File: src/rtl/fetch_decode_ctrl.sv
// Fetch/decode front end: owns the PC, fetches instructions over a req/valid
// handshake, and presents decoded fields to execute over valid/ready.
module fetch_decode_ctrl #(
    parameter int PC_W  = 10,
    parameter int IW    = 9,
    parameter int CNT_W = 16
) (
    input  logic             clk_i,
    input  logic             rst_i,
    input  logic             start_i,
    output logic             imem_req_o,
    output logic [PC_W-1:0]  imem_addr_o,
    input  logic [IW-1:0]    imem_rdata_i,
    input  logic             imem_valid_i,
    output logic             dec_valid_o,
    input  logic             dec_ready_i,
    output logic [2:0]       dec_op_o,
    output logic [2:0]       dec_ra_o,
    output logic [2:0]       dec_rb_o,
    output logic [PC_W-1:0]  dec_pc_o,
    input  logic             br_valid_i,
    input  logic             br_taken_i,
    output logic             done_o,
    output logic [CNT_W-1:0] retired_o
);

    typedef enum logic [2:0] {
        IDLE,
        FETCH,
        DECODE,
        BR_WAIT,
        HALT
    } state_t;

    localparam logic [2:0] OP_BNE  = 3'b110;
    localparam logic [2:0] OP_HALT = 3'b111;

    state_t           state_q, state_d;
    logic [PC_W-1:0]  pc_q, pc_d;
    logic [IW-1:0]    ir_q, ir_d;
    logic [CNT_W-1:0] retired_q, retired_d;
    logic [PC_W-1:0]  brOffset;

    // Branch immediate is a 3-bit two's complement offset relative to the BNE's own PC.
    assign brOffset = {{(PC_W-3){ir_q[2]}}, ir_q[2:0]};

    always_ff @(posedge clk_i or posedge rst_i) begin
        if (rst_i) begin
            state_q   <= IDLE;
            pc_q      <= '0;
            ir_q      <= '0;
            retired_q <= '0;
        end else begin
            state_q   <= state_d;
            pc_q      <= pc_d;
            ir_q      <= ir_d;
            retired_q <= retired_d;
        end
    end

    always_comb begin
        state_d   = state_q;
        pc_d      = pc_q;
        ir_d      = ir_q;
        retired_d = retired_q;
        case (state_q)
            IDLE, HALT: begin
                if (start_i) begin
                    pc_d      = '0;
                    retired_d = '0;
                    state_d   = FETCH;
                end
            end
            FETCH: begin
                if (imem_valid_i) begin
                    ir_d    = imem_rdata_i;
                    state_d = DECODE;
                end
            end
            DECODE: begin
                if (dec_ready_i) begin
                    if (retired_q != '1) begin
                        retired_d = retired_q + CNT_W'(1);
                    end
                    if (ir_q[8:6] == OP_HALT) begin
                        state_d = HALT;
                    end else if (ir_q[8:6] == OP_BNE) begin
                        state_d = BR_WAIT;
                    end else begin
                        pc_d    = pc_q + PC_W'(1);
                        state_d = FETCH;
                    end
                end
            end
            BR_WAIT: begin
                if (br_valid_i) begin
                    pc_d    = br_taken_i ? (pc_q + brOffset) : (pc_q + PC_W'(1));
                    state_d = FETCH;
                end
            end
            default: state_d = IDLE;
        endcase
    end

    assign imem_req_o  = (state_q == FETCH);
    assign imem_addr_o = pc_q;
    assign dec_valid_o = (state_q == DECODE);
    assign dec_op_o    = ir_q[8:6];
    assign dec_ra_o    = ir_q[5:3];
    assign dec_rb_o    = ir_q[2:0];
    assign dec_pc_o    = pc_q;
    assign done_o      = (state_q == HALT);
    assign retired_o   = retired_q;

endmodule
File: config.mk
export PLATFORM = sky130hd
export DESIGN_NAME = fetch_decode_ctrl
export DESIGN_NICKNAME = d
export VERILOG_FILES = /design/src/rtl/fetch_decode_ctrl.sv
export SDC_FILE = /design/constraint.sdc
export NUM_CORES = 1
export LEC_CHECK = 0
export CAP_MARGIN = 20
export CELL_PAD_IN_SITES_DETAIL_PLACEMENT = 0
export CELL_PAD_IN_SITES_GLOBAL_PLACEMENT = 2
export CORE_MARGIN = 5
export CORE_UTILIZATION = 30
export CTS_CLUSTER_DIAMETER = 50
export DETAILED_ROUTE_END_ITERATION = 8
export GPL_ROUTABILITY_DRIVEN = 1
export MAX_ROUTING_LAYER = met4
export PLACE_DENSITY = 0.84
export SYNTH_ARGS = -nofsm -noshare
export SYNTH_HDL_FRONTEND = slang
export SYNTH_SLANG_ARGS = --single-unit
File: constraint.sdc
create_clock -name clk_i -period 2.88 [get_ports clk_i]
set_input_delay 0.576 -clock clk_i [delete_from_list [all_inputs] [get_ports clk_i]]
set_output_delay 0.576 -clock clk_i [all_outputs]
set_load 0.02 [all_outputs]
# Word-level counts from Yosys, hierarchy flattened
# Cells that the tools add are included.
[op_classes]
muxes = 18
n_eq_ne = 14
n_addsub = 3
n_reduce_logical = 8
[ops]
columns = ["cell", "count"]
rows = [
  ["$mux W10", 6],
  ["$mux W16", 3],
  ["$pmux W16 S2", 1],
  ["$pmux W10 S3", 1],
  ["$add A16 B1 Y16 const B", 1],
  ["$ne A16 B16 Y1 const B", 1],
  ["$mux W3", 5],
  ["$pmux W3 S4", 1],
  ["$add A10 B1 Y10 const B", 1],
  ["$add A10 B10 Y10", 1],
  ["$eq A3 B3 Y1 const B", 3],
  ["$ne A2 B2 Y1 const B", 4],
  ["$reduce_and A4 Y1", 2],
  ["$eq A3 B2 Y1 const B", 2],
  ["$ne A2 B1 Y1 const B", 3],
  ["$reduce_and A6 Y1", 1],
  ["$eq A3 B1 Y1 const B", 1],
  ["$logic_not A3 Y1", 1],
  ["$reduce_bool A3 Y1", 1],
  ["$mux W2", 1],
  ["$reduce_and A2 Y1", 1],
  ["$reduce_bool A2 Y1", 1],
  ["$reduce_or A2 Y1", 1],
]
[totals]
regBits = 38
word_cells = 47
output_inout_bits = 48
in_bits = 16

# Depth between registers and ports, before layout
# Gate-level depths: netlist of the first run.
[depth]
word_depth = 5
mapped_depth = 7
ltp_nobuf = 7

# Worst setup path after synthesis of the first run
# Ideal clock, no wire load.
[synth_timing]
kind = "reg-to-reg"
start = "reg ir_q[2]"
end = "reg pc_q[7] (netlist: dec_pc_o[7])"
setup_slack_ns = 0.695
setup_time_ns = 0.122
path_stages_with_launch = 7
period_less_slack_ns = 2.185
t_arrival_ns = 2.063
required_time_ns = 2.758
n_path_buf = 0
cell_sequence = "dfrtp_1 -> ha_1 -> and3_1 -> a22o_1 -> a311oi_2 -> mux2i_1 -> a32o_1"
[synth_via]
elab_chain_cells = 4
[synth_lines]
columns = ["element", "line_no", "rtl"]
rows = [
  ["start: declaration", "40", "logic [IW-1:0] ir_q, ir_d;"],
  ["start signal: assignment", "56", "ir_q <= ir_d;"],
  ["$add A10 B10 Y10", "97", "pc_d = br_taken_i ? (pc_q + brOffset) : (pc_q + PC_W'(1));"],
  ["$mux W10", "97", ""],
  ["$mux W10", "96", "if (br_valid_i) begin"],
  ["$pmux W10 S3", "66", "case (state_q)"],
  ["end signal: assignment", "55", "pc_q <= pc_d;"],
  ["end: declaration", "39", "logic [PC_W-1:0] pc_q, pc_d;"],
]
# No other way between the ends. The select of a mux whose other input is x is not followed.
# A chain may end at the register's enable or synchronous reset.

# Worst setup path after layout of the first run
[layout_timing]
start = "reg state_q[1]"
end = "out dec_valid_o"
[layout_via]
elab_chain_cells = 1
[layout_lines]
columns = ["element", "line_no", "rtl"]
rows = [
  ["start: declaration", "38", "state_t state_q, state_d;"],
  ["start signal: assignment", "54", "state_q <= state_d;"],
  ["$eq A3 B2 Y1", "107", "assign dec_valid_o = (state_q == DECODE);"],
  ["end: declaration", "15", "output logic dec_valid_o,"],
]
# No other way between the ends.

==> results of run 1 <==
==> per-layer routing <==
| metal | part of all wire | vias to the layer above |
|---|---|---|
| met5 | 0 | - |
| met1 | 0.49 | 1143 |
| li1 | - | 1168 |
| met4 | 0.0069 | 0 |
| met2 | 0.47 | 55 |
| met3 | 0.035 | 4 |
==> cells in the mapped netlist (all sizes together) (2+ instances only) <==
cell | count | area (um2)
dfrtp | 38 | 951
nor2 | 29 | 109
nand2 | 25 | 101
o21ai | 20 | 104
nand3 | 17 | 97.6
buf | 16 | 115
xnor2 | 16 | 140
a21oi | 11 | 55.1
ha | 11 | 138
mux2 | 10 | 113
nor4 | 10 | 83.8
nor3 | 7 | 35.0
inv | 6 | 22.5
mux2i | 6 | 60.1
nand4 | 6 | 37.5
and3 | 5 | 37.5
a31oi | 4 | 25.0
o211ai | 4 | 30.0
xor2 | 4 | 35.0
a211o | 3 | 26.3
a21o | 3 | 22.5
and2 | 3 | 18.8
nor3b | 3 | 22.5
or2 | 3 | 18.8
nor2b | 2 | 12.5
o31ai | 2 | 15.0
o41ai | 2 | 17.5
or3b | 2 | 17.5
or4 | 2 | 18.8
==> layout by cell type (no fill, tap or decap), types with 2 or more instances in the layout <==
cell type,count
nand2_1,24
nand3_1,16
and3_1,3
mux2i_1,6
xnor2_1,16
o21ai_0,19
a21oi_1,11
nor3b_1,3
and2_1,3
o41ai_1,2
nor4_1,8
dfrtp_1,38
o31ai_1,2
inv_1,6
nor3_1,7
nand4_1,6
a21o_1,3
bufinv_16,2
buf_4,4
nor2b_1,2
a211o_1,3
mux2_2,10
o211ai_1,4
or2_1,2
clkdlybuf4s50_1,63
ha_1,11
clkbuf_8,6
xor2_1,4
a31oi_1,4
nor2_1,29
==> area by class of cell <==
class                   count  area [um2]  area share
inverters                   7        27.5     0.00790
flip-flops and latches     38         951       0.273
clock buffers               6        82.6      0.0237
repair buffers             67         661       0.190
clock inverters             2        60.1      0.0172
multi-input cells         227        1570       0.450
well taps                 108         135      0.0388
==> power by group through the flow <==
stage,combinational [mW],sequential (mW),clock [mW]
final,1.83,0.898,0.567
after global routing,2.01,0.938,0.614
after CTS,1.86,0.903,0.588
after detailed placement,1.84,0.912,0
after global placement,1.84,0.910,0
after floorplan,1.14,1.01,0
==> final timing paths <==
kind | to
max | dec_valid_o
min | ir_q[4]
max reg2reg | dec_pc_o[9]
min reg2reg | ir_q[4]
max in group asynchronous | retired_o[10]
min in group asynchronous | ir_q[3]
==> cells by family after synthesis <==
group	Yosys count	synth area share
AND/OR/NAND/NOR	122	0.260
AO/OA/AOI/OAI	57	0.138
flip-flops	38	0.357
multiplexers	16	0.0648
buffers and inverters	24	0.0549
adder cells (fa/ha/maj)	12	0.0592
XOR/XNOR	20	0.0657
==> state kept, by name (all words and copies together) (netlist names) <==
signal / flops
ir_q: 9
retired_o: 16
dec_pc_o: 10
state_q: 3
==> stage by stage <==
stage / area, um2 / cells / util
after floorplan: 2670 / 289 / -
after global placement: 3340 / 447 / 0.385
after detailed placement: 3340 / 447 / 0.385
after CTS: 3480 / 455 / 0.402
after global routing: 3480 / 455 / 0.402
final: 3480 / 455 / 0.402
==> out/summary.txt, run 1 <==
# rows -> 34
Post-cts sizing count -> 0
Total Routing Usage GR -> 0.137
Num CTS Buffers -> 5
Post-Syn Area -> 2670 um2
Core area -> 8680 um2
Detailed-route via count -> 2370
Initial DRC Count -> 109
Setup TNS -> 0 ps
Buffers and inverters on the worst path -> 2
Async S/R FF share, synth -> 1.00
I/O Pins -> 64
Dpl hpwl -> 5.45 mm
Worst-margin pin slew -> 589 ps
Clock transition at the registers of the reported paths -> 80 ps
Slowest-stage cell, CP -> clkdlybuf4s50_1
Hold Buf Count CTS -> 0
Final slew viol count -> 0
Starting Density -> 0.307
CTS Buffer Depth -> 2
Worst rel slew slack -> 0.607
Path depth of the worst reg2reg path -> 6
GRT busiest layer -> met2
Post-synthesis cell count -> 289
Leak -> 1.41 nW
RSZ-0062 raised after global routing -> false
First-pass GRT wire length -> 12.1 mm
HP Start -> ir_q[4]
Internal -> 1.87 mW
Gpl congestion -> 0.832
CP Launch Point -> state_q[1]
Met3 usage -> 0.0230
Power, Total -> 3.30 mW
Switch share -> 0.432
Pre-antenna DRT Iters -> 4
Worst vdd ir -> 0.000357 V
Outcome -> finished clean
Fin worst setup slack -> 180 ps
Distinct cells, synth -> 61
Clock sink count -> 38
Top delay family on crit path -> buffers and inverters
Sw Pwr -> 1.43 mW
Max Cap Viol -> 0
Critical-path maximum fanout -> 12
Die X -> 104 um
R2r setup slk -> 570 ps
Worst hold path class -> flop to flop
Routed WL -> 7.22 mm
Hold Path Stages -> 1
Final Skew -> 5.80 ps
CP cell instances -> or3b_1 > clkinv_2 > clkdlybuf4s50_1
Root Buffer -> clkbuf_8
Setup bufs post-CTS -> 0
Max H-tree Level -> 2
Main synth FF type -> dfrtp_1
Critical Path AT -> 2120 ps
Layout Nets -> 374
Ys Warns -> 0
Pin count of the biggest net entering global routing -> 39
Area growth syn-to-layout -> 30.8%
Post-route minimum period -> 2700 ps
Initial antenna violation count -> 0
Post-synthesis sequential area ratio -> 0.357
ANT cells -> 0
Die footprint -> 10900 um2
WHS -> 514 ps
Die span in y -> 104 um
Worst-skew pair later-pin latency -> 290 ps
Pre-CTS WS -> 285 ps
Met1 Resource Use GR -> 0.195
Met2 usage -> 0.206
Cell Pwr Density -> 947 nW/um2
Drt wl/cell -> 15.9 um
Post-DRT Antenna Nets -> 0
Synth Register Bits -> 38
# DRC -> 0
Setup violations, final -> 0
Fmax -> 370 MHz
Synth Net Count -> 317
Share of cells above drive strength 1 -> 0.110
CTS tree -> done
Comb power frac -> 0.556
WS Path Type -> flop to output pin
Via-per-instance ratio -> 5.21
Port Buf Inserts -> 63
Setup crit start kind -> flop
Seq pwr share -> 0.272
Avg Synthesized Cell Area -> 9.22 um2
Number of flops mapped to enable cells by yosys -> 0
Remaining Overflow, GRT -> 0
Stages on worst setup path -> 3
Fin crit share -> 0.938
Peak per-stage delay on the critical path -> 620 ps
Worst r2r src -> ir_q[2]
Worst setup EP type -> output pin
Hold Fails Final Rpt -> 0
Vias in the first global route -> 2286
Fill count -> 905
Critical Path RT -> 2300 ps
Clock network fraction of total power -> 0.172
Power figures use the tool's default switching activity.
==> run 2, diff against run 1 <==
CTS_CLUSTER_SIZE = 10   (was default)
==> results of run 2 <==
Same layout as run 1: the final DEF is identical, and so are final timing and power.
==> run 3, diff against run 2 <==
ABC_AREA = 1   (was default)
CORE_UTILIZATION = 28   (was 30)
SETUP_SLACK_MARGIN = 0.4   (was default)
==> out/summary.txt, run 3 <==
Die footprint -> 12600 um2 (+16%)
Area leader, netlist -> dfrtp_1
Power, Total -> 4.00 mW (+21%)
Port Buf Inserts -> 63 (unchanged)
Vias in the first global route -> 2657 (+16%)
Fill count -> 1103 (+22%)
Total Routing Usage GR -> 0.130 (-0.00641)
Post-synthesis cell count -> 413 (+43%)
Clock sink count -> 38 (unchanged)
Layout Nets -> 496 (+33%)
Synth Register Bits -> 38 (unchanged)
Critical Path AT -> 1780 ps (-340 ps)
Post-DRT Antenna Nets -> 0 (unchanged)
Main synth FF type -> dfrtp_1
Via-per-instance ratio -> 4.55 (-13%)
Ys Warns -> 0 (unchanged)
Setup crit start kind -> flop
HP Start -> ir_q[5]
Hold Fails Final Rpt -> 0 (unchanged)
Path depth of the worst reg2reg path -> 9 (+3)
Critical-path maximum fanout -> 5 (-7)
ANT cells -> 0 (unchanged)
CTS tree -> done
WS Path Type -> flop to output pin
Area growth syn-to-layout -> 28.5%
Max H-tree Level -> 2 (unchanged)
Cell Pwr Density -> 1070 nW/um2 (+13%)
Most frequent cell after synthesis -> nand2_1
Worst-margin pin slew -> 533 ps (-56.3 ps)
# DRC -> 0 (unchanged)
Final Skew -> 9.67 ps (+3.86 ps)
Multi-input gate area -> 1650 um2 (+5.3%)
Root Buffer -> clkbuf_8
Leak -> 1.72 nW (+22%)
Max Cap Viol -> 0 (unchanged)
R2r setup slk -> 780 ps (+210 ps)
Routed WL -> 7.99 mm (+11%)
Worst vdd ir -> 0.000401 V (+12%)
Pre-antenna DRT Iters -> 4 (unchanged)
Outcome -> finished clean
Post-route minimum period -> 2360 ps (-341 ps)
Seq pwr share -> 0.236 (-0.036)
Hold endpoint -> ir_q[5]
Dpl hpwl -> 6.05 mm (+11%)
I/O Pins -> 64 (unchanged)
Most common library cells after synthesis -> 118 x nand2_1, 48 x nor2_1, 43 x inv_1
Avg Synthesized Cell Area -> 7.06 um2 (-23%)
Post-synthesis sequential area ratio -> 0.326 (-0.0306)
Synth Net Count -> 441 (+39%)
First-pass GRT wire length -> 13.2 mm (+8.8%)
Clock network fraction of total power -> 0.141 (-0.031)
Final slew viol count -> 0 (unchanged)
Post-place instance area -> 3600 um2 (+7.9%)
Worst hold path class -> flop to flop
Initial antenna violation count -> 0 (unchanged)
# rows -> 37 (+8.8%)
Reg area -> 951 um2 (unchanged)
Pin count of the biggest net entering global routing -> 39 (unchanged)
CTS Buffer Depth -> 2 (unchanged)
Starting Density -> 0.285 (-0.0221)
Gpl congestion -> 0.817 (-1.8%)
Switch share -> 0.486 (+0.0545)
Initial DRC Count -> 83 (-24%)
Fmax -> 424 MHz (+14%)
Sw Pwr -> 1.94 mW (+36%)
Num CTS Buffers -> 5 (unchanged)
Distinct cells, synth -> 39 (-36%)
Comb power frac -> 0.623 (+0.067)
Setup violations, final -> 0 (unchanged)
Fin crit share -> 0.819 (-0.118)
Commonest non-fill, non-tap cell in the layout -> nand2_1
RSZ-0062 raised after global routing -> false
Worst r2r src -> state_q[1]
Largest register FFs -> 16 (unchanged)
Hold Path Stages -> 1 (unchanged)
Post-Syn Area -> 2920 um2 (+9.4%)
Critical R2R Capture -> retired_o[15]
Drt wl/cell -> 13.2 um (-17%)
Detailed-route via count -> 2751 (+16%)
Commonest cells after routing, fill and taps aside -> 118 x nand2_1, 62 x clkdlybuf4s50_1, 48 x nor2_1, 43 x inv_1, 38 x dfrtp_1
Share of cells above drive strength 1 -> 0.0938 (-0.0157)
Core area -> 10200 um2 (+18%)
Worst rel slew slack -> 0.645 (+0.0375)
Clock transition at the registers of the reported paths -> 90 ps (about the same)
Number of flops mapped to enable cells by yosys -> 0 (unchanged)
Die span in y -> 112 um (+7.5%)
Worst setup EP type -> output pin
Internal -> 2.05 mW (+9.5%)
Worst-skew pair later-pin latency -> 300 ps (about the same)
Critical Path RT -> 2300 ps (about the same)
Die X -> 112 um (+7.5%)
Yosys top cell area share -> 0.326 (-0.0306)
Post-route cell area -> 3740 um2 (+7.5%)
Setup TNS -> 0 ps (unchanged)
Ranking of synthesized cells by area -> dfrtp_1 33%, nand2_1 15%, nor2_1 6.2%
Remaining Overflow, GRT -> 0 (unchanged)
Async S/R FF share, synth -> 1.00 (unchanged)
Setup bufs post-CTS -> 0 (unchanged)
==> run 3: what timing repair did <==
item / in CTS / in global routing
hold buffers: 0 / 0
gates resized for setup: 0 / 1
endpoints found under the setup margin: 0 / 1
==> run 3: final cells by class <==
type                       instances  area share
sequential                        38       0.254
clock inverter                     3      0.0184
tap                              136      0.0454
clock buffer                       5      0.0184
timing repair buffer              66       0.175
inverter                          48      0.0481
multi-input combinational        309       0.441
==> run 3: how the worst max path moves through the flow <==
stage,slack (ps),startpoint,end
after floorplan,1030,dec_pc_o[0],dec_pc_o[4]
after global placement,670,dec_ready_i,retired_o[15]
after detailed placement,580,dec_ready_i,retired_o[15]
after CTS,430,state_q[2],dec_valid_o
after global routing,450,state_q[1],imem_req_o
final,520,state_q[1],imem_req_o
==> run 3: kinds of logic after synthesis <==
group,share of synthesized area
AOI/OAI and AO/OA,0.0927
xor gates and xnor gates,0.0421
adders and majority gates,0.0541
buffers and inverters,0.108
DFF,0.326
muxes,0.0270
and+or+nand+nor,0.350
==> run 3: critical path, cell delays in order (launching register included) <==
cell	delay, ps
dfrtp_1	450
nor3_1	360
clkdlybuf4s50_1	680
==> run 3: stage by stage <==
stage,setup WS (ps),hold slack (ps),utilization,std cells
5_1_grt,453,543,0.366,605
2_1_floorplan,1030,545,-,413
3_3_place_gp,667,490,0.352,597
4_1_cts,427,520,0.366,605
6_report,520,515,0.366,605
3_5_place_dp,575,499,0.352,597
==> run 3: layer usage <==
| metal | global-route usage | share of wire | up-vias |
|---|---|---|---|
| met5 | - | 0 | - |
| met4 | 0.0240 | 0.0076 | 0 |
| met3 | 0.0178 | 0.033 | 5 |
| met2 | 0.228 | 0.48 | 46 |
| met1 | 0.163 | 0.48 | 1272 |
| li1 | - | - | 1428 |
==> run 3: power by group through the flow <==
stage,clock network [mW],registers (mW),logic [mW]
3_5_place_dp,0,0.961,2.51
4_1_cts,0.583,0.950,2.52
3_3_place_gp,0,0.958,2.49
5_1_grt,0.602,0.981,2.79
6_report,0.563,0.944,2.49
2_1_floorplan,0,1.06,1.70
